--- src/rtl/bf_pkg.sv ---
// rtl/bf_pkg.sv - shared constants and types for the BF bracket/loop controller
package bf_pkg;

    localparam int ADDR_W_DEFAULT = 13;

    localparam logic [1:0] OP_OTHER = 2'b00;
    localparam logic [1:0] OP_OPEN  = 2'b01;
    localparam logic [1:0] OP_CLOSE = 2'b10;

    typedef enum logic [1:0] {
        ST_RUN  = 2'b00,
        ST_SKIP = 2'b01,
        ST_HALT = 2'b10
    } state_t;

    localparam logic [1:0] ERR_NONE      = 2'b00;
    localparam logic [1:0] ERR_OVERFLOW  = 2'b01;
    localparam logic [1:0] ERR_UNMATCHED = 2'b10;
    localparam logic [1:0] ERR_SKIP_OVF  = 2'b11;

endpackage

--- src/rtl/bf_addr_stack.sv ---
// rtl/bf_addr_stack.sv - LIFO of loop-body start addresses with sync push/pop/clear
module bf_addr_stack
    import bf_pkg::*;
#(
    parameter int ADDR_W = ADDR_W_DEFAULT,
    parameter int DEPTH  = 8,
    localparam int CW    = $clog2(DEPTH + 1),
    localparam int IW    = $clog2(DEPTH)
) (
    input  logic              clk,
    input  logic              clear,
    input  logic              push,
    input  logic              pop,
    input  logic [ADDR_W-1:0] push_data,
    output logic [ADDR_W-1:0] top,
    output logic              full,
    output logic              empty,
    output logic [CW-1:0]     count
);

    logic [ADDR_W-1:0] mem_q [DEPTH];
    logic [CW-1:0]     count_q;
    logic [IW-1:0]     wr_idx;
    logic [IW-1:0]     top_idx;

    assign wr_idx  = IW'(count_q);
    assign top_idx = IW'(count_q - CW'(1));

    assign full  = (count_q == CW'(DEPTH));
    assign empty = (count_q == '0);
    assign count = count_q;
    // Meaningless while empty; the controller never consumes it then.
    assign top   = mem_q[top_idx];

    always_ff @(posedge clk) begin
        if (clear) begin
            count_q <= '0;
        end else if (push && !full) begin
            mem_q[wr_idx] <= push_data;
            count_q       <= count_q + CW'(1);
        end else if (pop && !empty) begin
            count_q <= count_q - CW'(1);
        end
    end

endmodule

--- src/rtl/bf_loop_ctrl.sv ---
// rtl/bf_loop_ctrl.sv - bracket FSM: loop-return stack, forward-skip nesting, jump generation
module bf_loop_ctrl
    import bf_pkg::*;
#(
    parameter int ADDR_W      = ADDR_W_DEFAULT,
    parameter int STACK_DEPTH = 8,
    parameter int SKIP_W      = 8
) (
    input  logic                             clk,
    input  logic                             rst,
    input  logic                             flush,
    input  logic                             op_valid,
    output logic                             op_ready,
    input  logic [1:0]                       op_code,
    input  logic                             cell_zero,
    input  logic [ADDR_W-1:0]                pc,
    output logic                             jump,
    output logic [ADDR_W-1:0]                target_addr,
    output logic                             skip,
    output logic [$clog2(STACK_DEPTH+1)-1:0] depth,
    output logic [1:0]                       err
);

    state_t              state_q, state_d;
    logic [SKIP_W-1:0]   skip_cnt_q, skip_cnt_d;
    logic                jump_q, jump_d;
    logic [ADDR_W-1:0]   target_q, target_d;
    logic                skip_q, skip_d;
    logic [1:0]          err_q, err_d;
    logic                push, pop, accept;
    logic [ADDR_W-1:0]   stk_top;
    logic                stk_full, stk_empty;

    bf_addr_stack #(
        .ADDR_W (ADDR_W),
        .DEPTH  (STACK_DEPTH)
    ) u_stack (
        .clk       (clk),
        .clear     (rst || flush),
        .push      (push),
        .pop       (pop),
        .push_data (pc + ADDR_W'(1)),
        .top       (stk_top),
        .full      (stk_full),
        .empty     (stk_empty),
        .count     (depth)
    );

    assign op_ready    = (state_q != ST_HALT);
    assign accept      = op_valid && op_ready;
    assign jump        = jump_q;
    assign target_addr = target_q;
    assign skip        = skip_q;
    assign err         = err_q;

    always_comb begin
        state_d    = state_q;
        skip_cnt_d = skip_cnt_q;
        jump_d     = 1'b0;
        target_d   = target_q;
        skip_d     = skip_q;
        err_d      = err_q;
        push       = 1'b0;
        pop        = 1'b0;
        if (accept) begin
            case (state_q)
                ST_RUN: begin
                    if (op_code == OP_OPEN) begin
                        if (cell_zero) begin
                            state_d    = ST_SKIP;
                            skip_cnt_d = SKIP_W'(1);
                            skip_d     = 1'b1;
                        end else if (stk_full) begin
                            err_d   = ERR_OVERFLOW;
                            state_d = ST_HALT;
                        end else begin
                            push = 1'b1;
                        end
                    end else if (op_code == OP_CLOSE) begin
                        if (stk_empty) begin
                            err_d   = ERR_UNMATCHED;
                            state_d = ST_HALT;
                        end else if (!cell_zero) begin
                            jump_d   = 1'b1;
                            target_d = stk_top;
                        end else begin
                            pop = 1'b1;
                        end
                    end
                end
                ST_SKIP: begin
                    // Only bracket nesting matters here; cell_zero is stale while skipping.
                    if (op_code == OP_OPEN) begin
                        if (skip_cnt_q == '1) begin
                            err_d   = ERR_SKIP_OVF;
                            state_d = ST_HALT;
                        end else begin
                            skip_cnt_d = skip_cnt_q + SKIP_W'(1);
                        end
                    end else if (op_code == OP_CLOSE) begin
                        skip_cnt_d = skip_cnt_q - SKIP_W'(1);
                        if (skip_cnt_q == SKIP_W'(1)) begin
                            state_d = ST_RUN;
                            skip_d  = 1'b0;
                        end
                    end
                end
                default: begin
                end
            endcase
        end
    end

    always_ff @(posedge clk) begin
        if (rst || flush) begin
            state_q    <= ST_RUN;
            skip_cnt_q <= '0;
            jump_q     <= 1'b0;
            target_q   <= '0;
            skip_q     <= 1'b0;
            if (rst) begin
                err_q <= ERR_NONE;
            end
        end else begin
            state_q    <= state_d;
            skip_cnt_q <= skip_cnt_d;
            jump_q     <= jump_d;
            target_q   <= target_d;
            skip_q     <= skip_d;
            err_q      <= err_d;
        end
    end

endmodule

--- config.mk ---
export PLATFORM = sky130hd
export DESIGN_NAME = bf_loop_ctrl
export DESIGN_NICKNAME = d
export VERILOG_FILES = /design/src/rtl/bf_pkg.sv /design/src/rtl/bf_addr_stack.sv /design/src/rtl/bf_loop_ctrl.sv
export SDC_FILE = /design/constraint.sdc
export NUM_CORES = 1
export LEC_CHECK = 0
export CAP_MARGIN = 20
export CORE_MARGIN = 5
export CORE_UTILIZATION = 58
export CTS_CLUSTER_SIZE = 14
export DETAILED_ROUTE_END_ITERATION = 7
export PLACE_DENSITY = 0.79
export REMOVE_ABC_BUFFERS = 1
export SKIP_CTS_REPAIR_TIMING = 1
export SYNTH_ARGS = -nofsm -noshare
export SYNTH_HDL_FRONTEND = slang
export SYNTH_SLANG_ARGS = --single-unit
--- constraint.sdc ---
create_clock -name clk -period 4.13 [get_ports clk]
set_clock_uncertainty 0.15 [all_clocks]
set_input_delay 0.6195 -clock clk [delete_from_list [all_inputs] [get_ports clk]]
set_output_delay 0.6195 -clock clk [all_outputs]
set_load 0.02 [all_outputs]
# Yosys cells after proc, flatten, opt, wreduce, memory -nomap -nowiden
# Memory sizes are Yosys's and may differ from the RTL's. A register that Yosys moved wholly into a read port is not among the register bits.
# Cells that the tools add are included.
# classes
add_sub_neg	5
eq_ne	26
muxes	48
bitwise_logic	6
n_reduce_logical	18
# ops
op	n
8-bit two-way mux	5
2-bit two-way mux	17
1-bit two-way mux	20
8-bit one-hot mux with 2 select lines	1
3-bit inequality test, second input constant	5
2-bit inequality test, second input constant	7
13-bit by 1-bit adder with 13-bit output, second input constant	1
4-bit by 3-bit inequality test with 1-bit output, second input constant	3
6-bit AND reduction	2
3-bit by 2-bit inequality test with 1-bit output, second input constant	3
9-bit AND reduction	1
8-bit by 1-bit adder with 8-bit output, second input constant	1
8-bit by 1-bit == test with 1-bit output, second input constant	1
8-bit == test, second input constant	1
4-bit two-way mux	2
4-bit by 2-bit inequality test with 1-bit output, second input constant	2
2-bit one-hot mux with 2 select lines	2
8-bit AND reduction	1
8-bit by 1-bit subtractor with 8-bit output, second input constant	1
7-bit AND reduction	1
1-bit NOT	6
2-bit nonzero test	3
6-bit OR reduction	1
4-bit by 1-bit adder with 4-bit output, second input constant	1
other kinds (11)	15
# word_totals
register_bits	18
ram_bits	104
inputBits	20
output_inout_bits	22
word_cells	110
memories	1
# mem_list
name	words	word_bits	rd	rd_clocked_by_memory_dff	wr	line	text
u_stack.mem_q	8	13	1	1	1	bf_addr_stack.sv:21	logic [ADDR_W-1:0] mem_q [DEPTH];

# Longest topological paths before layout
# Gate-level depths: netlist of the first run.
# logic_depth
depth_word	10
ltp_mapped	10
mapped_depth_nobuf	6

# Hierarchy
# From an unflattened synthesis of the first run, not the netlist that was laid out.
# hier_totals
cells_unflattened	389
area_unflattened_um2	6047.0
# by_module_without_submodules
mod	n_inst	cells_per_inst	area_each_um2	seq_area_each_um2
bf_addr_stack	1	202	4381.7	3203.1
bf_loop_ctrl	1	187	1665.3	560.5

# Worst setup path before layout of the first run
# OpenSTA, ideal clock, no wires.
# synth_timing
path_type	reg-to-reg
from	register u_stack.count_q[0], in the netlist u_stack.count[0]
to	memory u_stack.mem_q[1][0] (netlist bit), enable pin
setup_ps	400
arrival_time_ps	2825
t_required_ps	3580
setup_slack_ps	755
path_stages_with_launch	9
n_path_buf	2
synth_period_minus_slack_ps	3375
path_cell_list	dfxtp_1 -> buf_2 -> clkbuf_1 -> inv_1 -> ha_1 -> nand3b_1 -> and3_1 -> nand3_1 -> nor3_1
# synth_between
elab_chain_len	10
word_cells_on_any_way	11
cone_classes	eq/ne (1); mux (8); reduce/logical (2)
# synth_rtl
element	line	text
start, declared	bf_addr_stack.sv:22	logic [CW-1:0] count_q;
start signal, assigned	bf_addr_stack.sv:40	count_q <= count_q + CW'(1);
start signal, assigned	bf_addr_stack.sv:42	count_q <= count_q - CW'(1);
4-bit == test	bf_addr_stack.sv:29	assign full = (count_q == CW'(DEPTH));
1-bit two-way mux	bf_loop_ctrl.sv:73	end else if (stk_full) begin
1-bit two-way mux	bf_loop_ctrl.sv:69	if (cell_zero) begin
1-bit two-way mux	bf_loop_ctrl.sv:68	if (op_code == OP_OPEN) begin
1-bit two-way mux	bf_loop_ctrl.sv:66	case (state_q)
1-bit two-way mux	bf_loop_ctrl.sv:65	if (accept) begin
1-bit logical AND	bf_addr_stack.sv:38	end else if (push && !full) begin
1-bit two-way mux	bf_addr_stack.sv:38	
1-bit two-way mux	bf_addr_stack.sv:36	if (clear) begin
1-bit two-way mux (not written as such)	bf_addr_stack.sv:39	mem_q[wr_idx] <= push_data;
end, declared	bf_addr_stack.sv:21	
# Parallel ways exist; a longest one is shown, timed or not.

# Worst setup path after layout of the first run
# layout_timing
from	input op_code[1]
to	memory u_stack.mem_q[7][7] (netlist bit), enable pin
# layout_between
elab_chain_len	8
# layout_rtl
element	line	text
start, declared	bf_loop_ctrl.sv:14	input logic [1:0] op_code,
2-bit by 1-bit == test with 1-bit output	bf_loop_ctrl.sv:68	
1-bit two-way mux	bf_loop_ctrl.sv:68	
1-bit two-way mux	bf_loop_ctrl.sv:66	
1-bit two-way mux	bf_loop_ctrl.sv:65	
1-bit logical AND	bf_addr_stack.sv:38	
1-bit two-way mux	bf_addr_stack.sv:38	
1-bit two-way mux	bf_addr_stack.sv:36	
1-bit two-way mux (not written as such)	bf_addr_stack.sv:39	
# No other way between the ends.

==> results.md, run 1 <==
Global route:
- In the global route stage, overall resource usage came out at 0.210.
- The most congested layer reported by global routing is met2.
- The number of antenna violations at the first check in global routing is 0.
- The first-pass GRT wire length is 19500 um.
- The met1 layer usage reported by global route is 0.295.
- In the global route stage, met2 resource usage came out at 0.318.
- Entering global routing, the biggest net connects 34 pins.
- The remaining global-route overflow is 0.
- The number of global-route vias before repair came to 3446.
- The met3 demand-to-capacity share in global routing is 0.0596.

STA:
- After routing, the total negative slack on setup checks comes to 0 ns.
- The worst relative slew slack is 0.473.
- At the pin with the least slew margin, the transition time is 0.784 ns.
- The setup violation total in the final timing report is 0.
- Setup repair after global routing left no endpoint under its margin.
- The final critical-path share of the clock period is 0.714.
- The final-report hold violation count came to 0.
- For the finished layout, the period the worst path requires is 2.95 ns.
- Static timing analysis puts the maximum clock frequency at 0.339 GHz.
- The final count of pins violating max slew came to 0.

Power:
- The power per unit of standard cell area is 428 mW/mm2.
- Overall power consumption after layout is estimated at 2.98 mW.
- The maximum vdd ir drop is 0.270 mV.
- Summed over all cells, the static leakage comes to 2.34 nW.

Logic synthesis:
- Counting flops with an async set or reset pin after synthesis yields a share of 0.
- The count of distinct cell types in the synthesized netlist is 57.
- The Yosys step of the flow raised 0 warnings.
- Dividing the synthesized area by the synthesized cell count gives 15.4 um2.
- The predominant post-synthesis flop cell is sky130_fd_sc_hd__edfxtp_1.
- The number of enable-type register cells in the synthesized netlist is 106.
- The mapped netlist covers 0.00585 mm2.
- After synthesis the netlist holds a flip-flop and latch count of 135.
- Of the post-synthesis cell area, the dominant cell type holds 0.544.
- The number of cells produced by synthesis is 381.
- The fraction of the yosys area taken by sequential cells is 0.643.
- The synthesized design spends more area on one cell type than any other, namely sky130_fd_sc_hd__edfxtp_1.
- Ranked by total cell area, the synthesized netlist is headed by sky130_fd_sc_hd__edfxtp_1 54%, sky130_fd_sc_hd__mux4_2 10%, sky130_fd_sc_hd__dfxtp_1 9.9%.

Detailed routing:
- The detailed-route wire length per cell is 21.3 um.
- For this block, the routed nets add up to 12300 um of wire.
- The residual DRC count is 0.
- The ratio of routed vias to standard cells is 6.17.
- The initial detailed-routing violation count is 302.
- The number of nets with antenna violations after routing is 0.
- The first-pass detailed-route iteration total is 5.
- The detailed router placed 3561 vias in this run.

Hold path:
- The beginning of the worst hold path is target_addr[12]$_SDFFE_PP0P_.
- The class of the tightest hold or removal check is reg -> reg.

Cells and area:
- The area of combinational cells with multiple inputs is 0.00195 mm2.
- The layout filler cell count is 664.
- The net total in the final layout is 460.
- In the final layout, flip-flops and latches occupy 0.00376 mm2.
- The share of post-route cells with drive strength above 1 is 0.182.
- The repair_antennas step left the layout with diodes totalling 0.
- Compared with the post-synthesis result, the final layout area differs by 19.0%.

Placed design:
- Routability-driven placement finished with a final weighted congestion of 0.839.
- Input and output buffers added on the ports amount to 41.
- After legalization and detailed placement, the total HPWL measured 7750 um.

Setup path:
- In this run the critical register-to-register path is launched from u_stack.count[1]$_SDFFE_PP0P_.
- The worst setup path is of the in -> reg kind.
- Data arrives at the worst endpoint at 3.01 ns.
- Of all nets on the critical path, the largest fanout is 20.
- The most critical setup path has its startpoint at op_code[1].
- The kind of launch point of the worst setup path is an input port.
- STA puts the critical path data required time at 4.20 ns.
- The endpoint type of the worst setup path is a flip-flop.

Status:
- The flow ran to the end, and the final reports show no timing, DRC or antenna violations.

CTS:
- The clock sink count is 135.
- The count of H-tree levels built during CTS is 4.
- The clock latency on the worst-skew pair is 0.53 ns.
- TritonCTS built the clock tree.
- The number of buffers inserted during clock tree synthesis is 17.
- The clock passes through at most 2 buffers.
- The clock transition time at the flip-flop clock pins of the worst setup and hold paths is 0.06 ns.
- CTS placed an instance of sky130_fd_sc_hd__clkbuf_8 at the clock tree root.

Floorplan:
- The total die area is 0.0122 mm2.
- The top-level port count is 42.
- The cell row count is 36.
- The floorplan step set the die width to 110 um.
- The starting density of the core is 0.596.
- The die outline height is 110 um.
- The core outline area is 0.00982 mm2.

Flow run:
- The tool flagged a number of max-cap violations equal to 0.
-- sequential cells by signal (all words and copies together), names as in the netlist --
register and flops:
skip_cnt_q 8, state_q 2, err 2, u_stack.count 4, u_stack.mem_q 104, jump 1, target_addr 13, skip 1
-- per-layer routing --
| metal | wire length [um] | vias up |
|---|---|---|
| li1 | - | 1613 |
| met1 | 5200 | 1781 |
| met2 | 5850 | 148 |
| met3 | 1030 | 19 |
| met4 | 191 | 0 |
| met5 | 0 | - |
-- final cells by class --
| cell class | instances | share of cell area |
|---|---|---|
| repair buffers | 52 | 0.0713 |
| multi-input cells | 214 | 0.280 |
| flip-flops and latches | 135 | 0.540 |
| well taps | 133 | 0.0239 |
| clock inverters | 13 | 0.0178 |
| clock buffers | 18 | 0.0600 |
| inverters | 12 | 0.00646 |
-- cells in the final DEF, fill, tap and decap left out, types with 4 or more instances in the layout --
cell type,Yosys,final
sky130_fd_sc_hd__inv_1,12,12
sky130_fd_sc_hd__o2bb2ai_1,13,13
sky130_fd_sc_hd__o31ai_1,4,4
sky130_fd_sc_hd__edfxtp_1,106,106
sky130_fd_sc_hd__dfxtp_1,29,28
sky130_fd_sc_hd__a21oi_1,13,13
sky130_fd_sc_hd__and3_1,6,6
sky130_fd_sc_hd__nand2b_1,8,8
sky130_fd_sc_hd__nor3_1,7,5
sky130_fd_sc_hd__buf_4,2,10
sky130_fd_sc_hd__clkbuf_16,0,16
sky130_fd_sc_hd__ha_1,8,8
sky130_fd_sc_hd__mux4_2,26,26
sky130_fd_sc_hd__o21ai_0,5,5
sky130_fd_sc_hd__nor2_1,11,11
sky130_fd_sc_hd__xnor2_1,9,9
sky130_fd_sc_hd__nand4_1,5,5
sky130_fd_sc_hd__mux2i_1,17,17
sky130_fd_sc_hd__nand2_1,15,15
sky130_fd_sc_hd__or4_1,5,5
sky130_fd_sc_hd__inv_6,0,4
sky130_fd_sc_hd__nand3_1,13,13
sky130_fd_sc_hd__clkdlybuf4s50_1,0,41
-- worst paths after layout --
kind / to / slack, ns / cells after the start
worst max-delay path: u_stack.mem_q[7][7]$_DFFE_PP_ / 1.18 / 8
worst min-delay path: target_addr[12]$_SDFFE_PP0P_ / 0.32 / 1
worst max register to register: target_addr[4]$_SDFFE_PP0P_ / 1.36 / 6
worst min register to register: target_addr[12]$_SDFFE_PP0P_ / 0.32 / 1
-- cell usage after synthesis, types with 3 or more instances --
library cell / count
sky130_fd_sc_hd__nor3_1: 7
sky130_fd_sc_hd__o21ai_0: 5
sky130_fd_sc_hd__mux4_2: 26
sky130_fd_sc_hd__o31ai_1: 4
sky130_fd_sc_hd__a211oi_1: 3
sky130_fd_sc_hd__ha_1: 8
sky130_fd_sc_hd__clkbuf_1: 7
sky130_fd_sc_hd__xnor2_1: 9
sky130_fd_sc_hd__inv_1: 12
sky130_fd_sc_hd__xor2_1: 4
sky130_fd_sc_hd__o2bb2ai_1: 13
sky130_fd_sc_hd__nand2_1: 15
sky130_fd_sc_hd__nor2_1: 11
sky130_fd_sc_hd__edfxtp_1: 106
sky130_fd_sc_hd__nand4_1: 5
sky130_fd_sc_hd__buf_2: 9
sky130_fd_sc_hd__and3_1: 6
sky130_fd_sc_hd__mux2i_1: 17
sky130_fd_sc_hd__nand3_1: 13
sky130_fd_sc_hd__a21oi_1: 13
sky130_fd_sc_hd__or4_1: 5
sky130_fd_sc_hd__nand2b_1: 8
sky130_fd_sc_hd__dfxtp_1: 29
sky130_fd_sc_hd__a21boi_1: 3
-- through the flow --
stage | instances | worst slack [ns] | util | instance area, um2 | hold slack, ns
finish | 577 | 1.18 | 0.710 | 6970 | 0.319
global route | 577 | 1.02 | 0.710 | 6970 | 0.335
CTS | 576 | 1.24 | 0.708 | 6960 | 0.318
detailed placement | 545 | 0.715 | 0.653 | 6410 | 0.297
global placement | 545 | 0.805 | 0.653 | 6410 | 0.296
floorplan | 361 | 0.0915 | - | 5740 | 0.329
-- report_power, final --
part | total [mW] | internal [mW] | switching [mW] | leakage, nW
clock | 1.38 | 0.801 | 0.577 | 0.258
sequential | 1.48 | 1.47 | 0.00294 | 1.19
combinational | 0.125 | 0.0517 | 0.0738 | 0.896
total | 2.98 | 2.33 | 0.654 | 2.34
-- worst max-delay path, stage by stage --
cell	delay, ns
sky130_fd_sc_hd__clkdlybuf4s50_1	0.43
sky130_fd_sc_hd__inv_1	0.07
sky130_fd_sc_hd__ha_1	0.55
sky130_fd_sc_hd__nor3b_2	0.46
sky130_fd_sc_hd__and3_1	0.27
sky130_fd_sc_hd__nand3_1	0.18
sky130_fd_sc_hd__nor2_1	0.18
sky130_fd_sc_hd__buf_4	0.25
-- logic make-up after synthesis --
logic type      share of synthesized area
flops                               0.643
buf+inv                            0.0263
mux                                 0.129
fa+ha+maj                          0.0171
compound gates                     0.0665
xor+xnor                           0.0195
simple gates                       0.0985
No activity file was read; power rests on OpenSTA's default activity.
==> run 2, diff against run 1 <==
--- a/config.mk
+++ b/config.mk
@@ -7,10 +7,10 @@
 export LEC_CHECK = 0
 export CAP_MARGIN = 20
 export CORE_MARGIN = 5
-export CORE_UTILIZATION = 58
+export CORE_UTILIZATION = 53
 export CTS_CLUSTER_SIZE = 14
 export DETAILED_ROUTE_END_ITERATION = 7
-export PLACE_DENSITY = 0.79
+export PLACE_DENSITY = 0.76
 export REMOVE_ABC_BUFFERS = 1
 export SKIP_CTS_REPAIR_TIMING = 1
 export SYNTH_ARGS = -nofsm -noshare
==> constraint.sdc (replaced) <==
create_clock -name clk -period 2.6 [get_ports clk]
set_clock_uncertainty 0.15 [all_clocks]
set_input_delay 0.39 -clock clk [delete_from_list [all_inputs] [get_ports clk]]
set_output_delay 0.39 -clock clk [all_outputs]
set_load 0.02 [all_outputs]
==> run 2 against run 1 <==
Net effect:
- worst hold slack worse by 0.0054 ns
- highest routed layer unchanged
- sequential power increased by 58%
- combinational power grew 75%
- non-clock buffer count grew 23
- critical path type is now reg -> out
- global-route usage is essentially flat
- sequential share of layout area is 2.3 points lower
- cell count increased by 5.4%
- register-to-register slack worse by 1.0 ns
- clock-buffer cell count increased by 3
==> results.md, run 2 (synthesis results as in run 1) <==
Cells and area:
- More flip-flops sit in one register than any other, and that register is u_stack.mem_q.
- The top cell types in the final layout, fill and taps aside, are 106 x sky130_fd_sc_hd__edfxtp_1, 41 x sky130_fd_sc_hd__clkdlybuf4s50_1, 28 x sky130_fd_sc_hd__dfxtp_1, 28 x sky130_fd_sc_hd__buf_4, 26 x sky130_fd_sc_hd__mux4_2.
- The library cell used most frequently in the layout, excluding fill and tap cells, is sky130_fd_sc_hd__edfxtp_1.
- The number of flip-flops under the largest register name is 104 (unchanged).
- The share of post-route cells with drive strength above 1 was 0.222 (+0.0398).
- The area added between synthesis and finish is 24.2%.
- The number of inserted diodes was 0 (unchanged).
- The net total in the final layout is 483 (+5.0%).

Detailed routing:
- The detailed-route wire length per cell is 21.1 um (-0.78%).
- The first-pass detailed-route iteration total came to 4 (-1).
- The number of nets with antenna violations after routing is 0 (unchanged).
- The total routed wirelength is 12800 um (+4.6%).
- The count of vias placed by the detailed router was 3628 (+1.9%).
- The ratio of routed vias to standard cells is 5.97 (-3.3%).
- The initial detailed-routing violation count is 292 (-3.3%).
- The residual DRC count is 0 (unchanged).

CTS:
- The number of buffers inserted during clock tree synthesis is 17 (unchanged).
- The clock transition time at the flip-flop clock pins of the worst setup and hold paths is 0.06 ns (about the same).
- The count of H-tree levels built during CTS came to 4 (unchanged).
- The buffer levels on the longest clock path is 2 (unchanged).
- The cell at the root of the clock tree is sky130_fd_sc_hd__clkbuf_8.
- The clock sink count was 135 (unchanged).
- The clock latency on the worst-skew pair is 0.52 ns (about the same).
- The clock tree from TritonCTS is built.

Setup path:
- By startpoint and endpoint, the worst setup path is classified as reg -> out.
- The largest fanout on the critical path is 33 (+65%).
- The start of the worst register-to-register path is u_stack.count[0]$_SDFFE_PP0P_.
- The master of the slowest instance on the critical path is sky130_fd_sc_hd__clkdlybuf4s50_1.
- The number of cells on the worst reg-to-reg path is 6 (unchanged).
- The kind of launch point of the worst setup path is a flip-flop.
- The critical path goes through buf_6 > clkdlybuf4s50_1.
- The peak per-stage delay on the critical path is 0.70 ns (+0.15 ns).
- The endpoint type of the worst setup path is a primary output.
- The register-to-register setup slack is 0.32 ns (-1.04 ns).
- The capture instance of the worst register-to-register path is target_addr[5]$_SDFFE_PP0P_.
- The signal arrival time at the worst endpoint is 1.91 ns (-1.10 ns).
- The critical path data required time is 2.06 ns (-2.14 ns).

Hold path:
- The cell depth of the worst min-delay path came to 1 (unchanged).
- The path with the worst hold slack has its endpoint at target_addr[11]$_SDFFE_PP0P_.
- The path class of the tightest hold or removal check is reg -> reg.
- The beginning of the worst hold path is target_addr[11]$_SDFFE_PP0P_.

Global route:
- The number of antenna violations at the first check in global routing was 0 (unchanged).
- The pin count of the biggest net entering global routing is 34 (unchanged).
- The total routing usage reported by global routing is 0.210 (about the same).
- The remaining global-route overflow is 0 (unchanged).
- The number of global-route vias before repair was 3689 (+7.1%).
- The first-pass GRT wire length is 20600 um (+5.7%).

STA:
- The setup violation total in the final timing report is 0 (unchanged).
- Setup repair after global routing left no endpoint under its margin.
- The fmax is 0.407 GHz.
- The transition at the pin with the smallest max-transition slack is 0.688 ns (-0.0960 ns).
- The setup TNS after final layout is 0 ns (unchanged).
- The worst hold slack across all endpoints was 0.313 ns (-0.00536 ns).
- The worst relative slew slack was 0.538 (+0.0651).
- The final count of pins violating max slew is 0 (unchanged).
- The post-route minimum period is 2.45 ns.
- The final critical-path share of the clock period is 0.944.
- The final-report hold violation count is 0 (unchanged).

Power:
- The maximum vdd ir drop is 0.433 mV (+61%).
- The power per unit of standard cell area is 683 mW/mm2 (+60%).
- The static leakage is 2.50 nW (+6.5%).
- The total chip power came to 4.96 mW (+67%).

Placed design:
- The last weighted congestion value of the routability-driven placer is 0.869 (+3.6%).
- The HPWL after detailed placement is 8000 um (+3.2%).
- The total of buffers placed on input and output ports is 41 (unchanged).

Floorplan:
- The cell row count is 38 (+5.6%).
- The core outline area is 0.0108 mm2 (+10%).
- The total die area is 0.0132 mm2 (+8.6%).
- The starting density of the core came to 0.540 (-0.0561).
- The top-level port count is 42 (unchanged).
- The die outline height is 115 um (+4.2%).
- The horizontal extent of the die was 115 um (+4.2%).

Flow run:
- The reported max-cap violation count came to 0 (unchanged).

Status:
- The flow ran to the end, and the final reports show no timing, DRC or antenna violations.
[run 2: changes by cell type in the layout (fill, tap and decap cells not counted), sizes merged]
| cell | before | now |
|---|---|---|
| bufinv | 1 | 3 |
| inv | 16 | 12 |
| clkbuf | 18 | 21 |
| buf | 11 | 34 |
| clkinvlp | 3 | 4 |
| clkinv | 5 | 4 |
[run 2: stage by stage]
step,worst slack (ns),cells,instance area [um2],utilization
floorplan,-1.44,361,5740,-
global placement,0.00552,576,6670,0.615
detailed placement,-0.0480,576,6670,0.615
CTS,-0.0540,608,7270,0.670
global route,0.0365,608,7270,0.671
finish,0.146,608,7270,0.671
[run 2: worst max-delay path by stage]
| stage | from | to | depth (start not counted) |
|---|---|---|---|
| final | u_stack.count[0]$_SDFFE_PP0P_ | depth[0] | 2 |
| after global routing | u_stack.count[0]$_SDFFE_PP0P_ | depth[0] | 2 |
| after CTS | u_stack.count[0]$_SDFFE_PP0P_ | depth[0] | 2 |
| after detailed placement | op_code[1] | skip_cnt_q[1]$_SDFFE_PP0P_ | 9 |
| after global placement | op_code[1] | skip_cnt_q[1]$_SDFFE_PP0P_ | 9 |
| after floorplan | u_stack.count[0]$_SDFFE_PP0P_ | u_stack.mem_q[1][0]$_DFFE_PP_ | 6 |
[run 2: power breakdown]
group	leakage [nW]	internal (mW)	switching [mW]	total, mW
logic	1.03	0.101	0.118	0.219
clock network	0.280	1.51	0.886	2.40
registers	1.19	2.34	0.00500	2.34
total	2.50	3.95	1.01	4.96
[run 2: final cells by class]
| cell class | count | area, um2 |
|---|---|---|
| Sequential cell | 135 | 3760 |
| Fill cell | 706 | 3570 |
| Multi-Input combinational cell | 214 | 1950 |
| Timing Repair Buffer | 75 | 732 |
| Clock buffer | 21 | 449 |
| Tap cell | 140 | 175 |
| Clock inverter | 11 | 151 |
| Inverter | 12 | 45.0 |
[run 2: layer usage]
layer | up-vias | wire length [um] | track usage
li1 | 1658 | - | -
met1 | 1818 | 5140 | 0.277
met2 | 137 | 6600 | 0.344
met3 | 15 | 894 | 0.0521
met4 | 0 | 191 | 0.0712
met5 | - | 0 | 0
[run 2: worst max-delay path, delay by kind of cell (launching register included)]
family,cells,cell delay [ns]
flip-flops,1,0.33
buffers and inverters,2,1.06
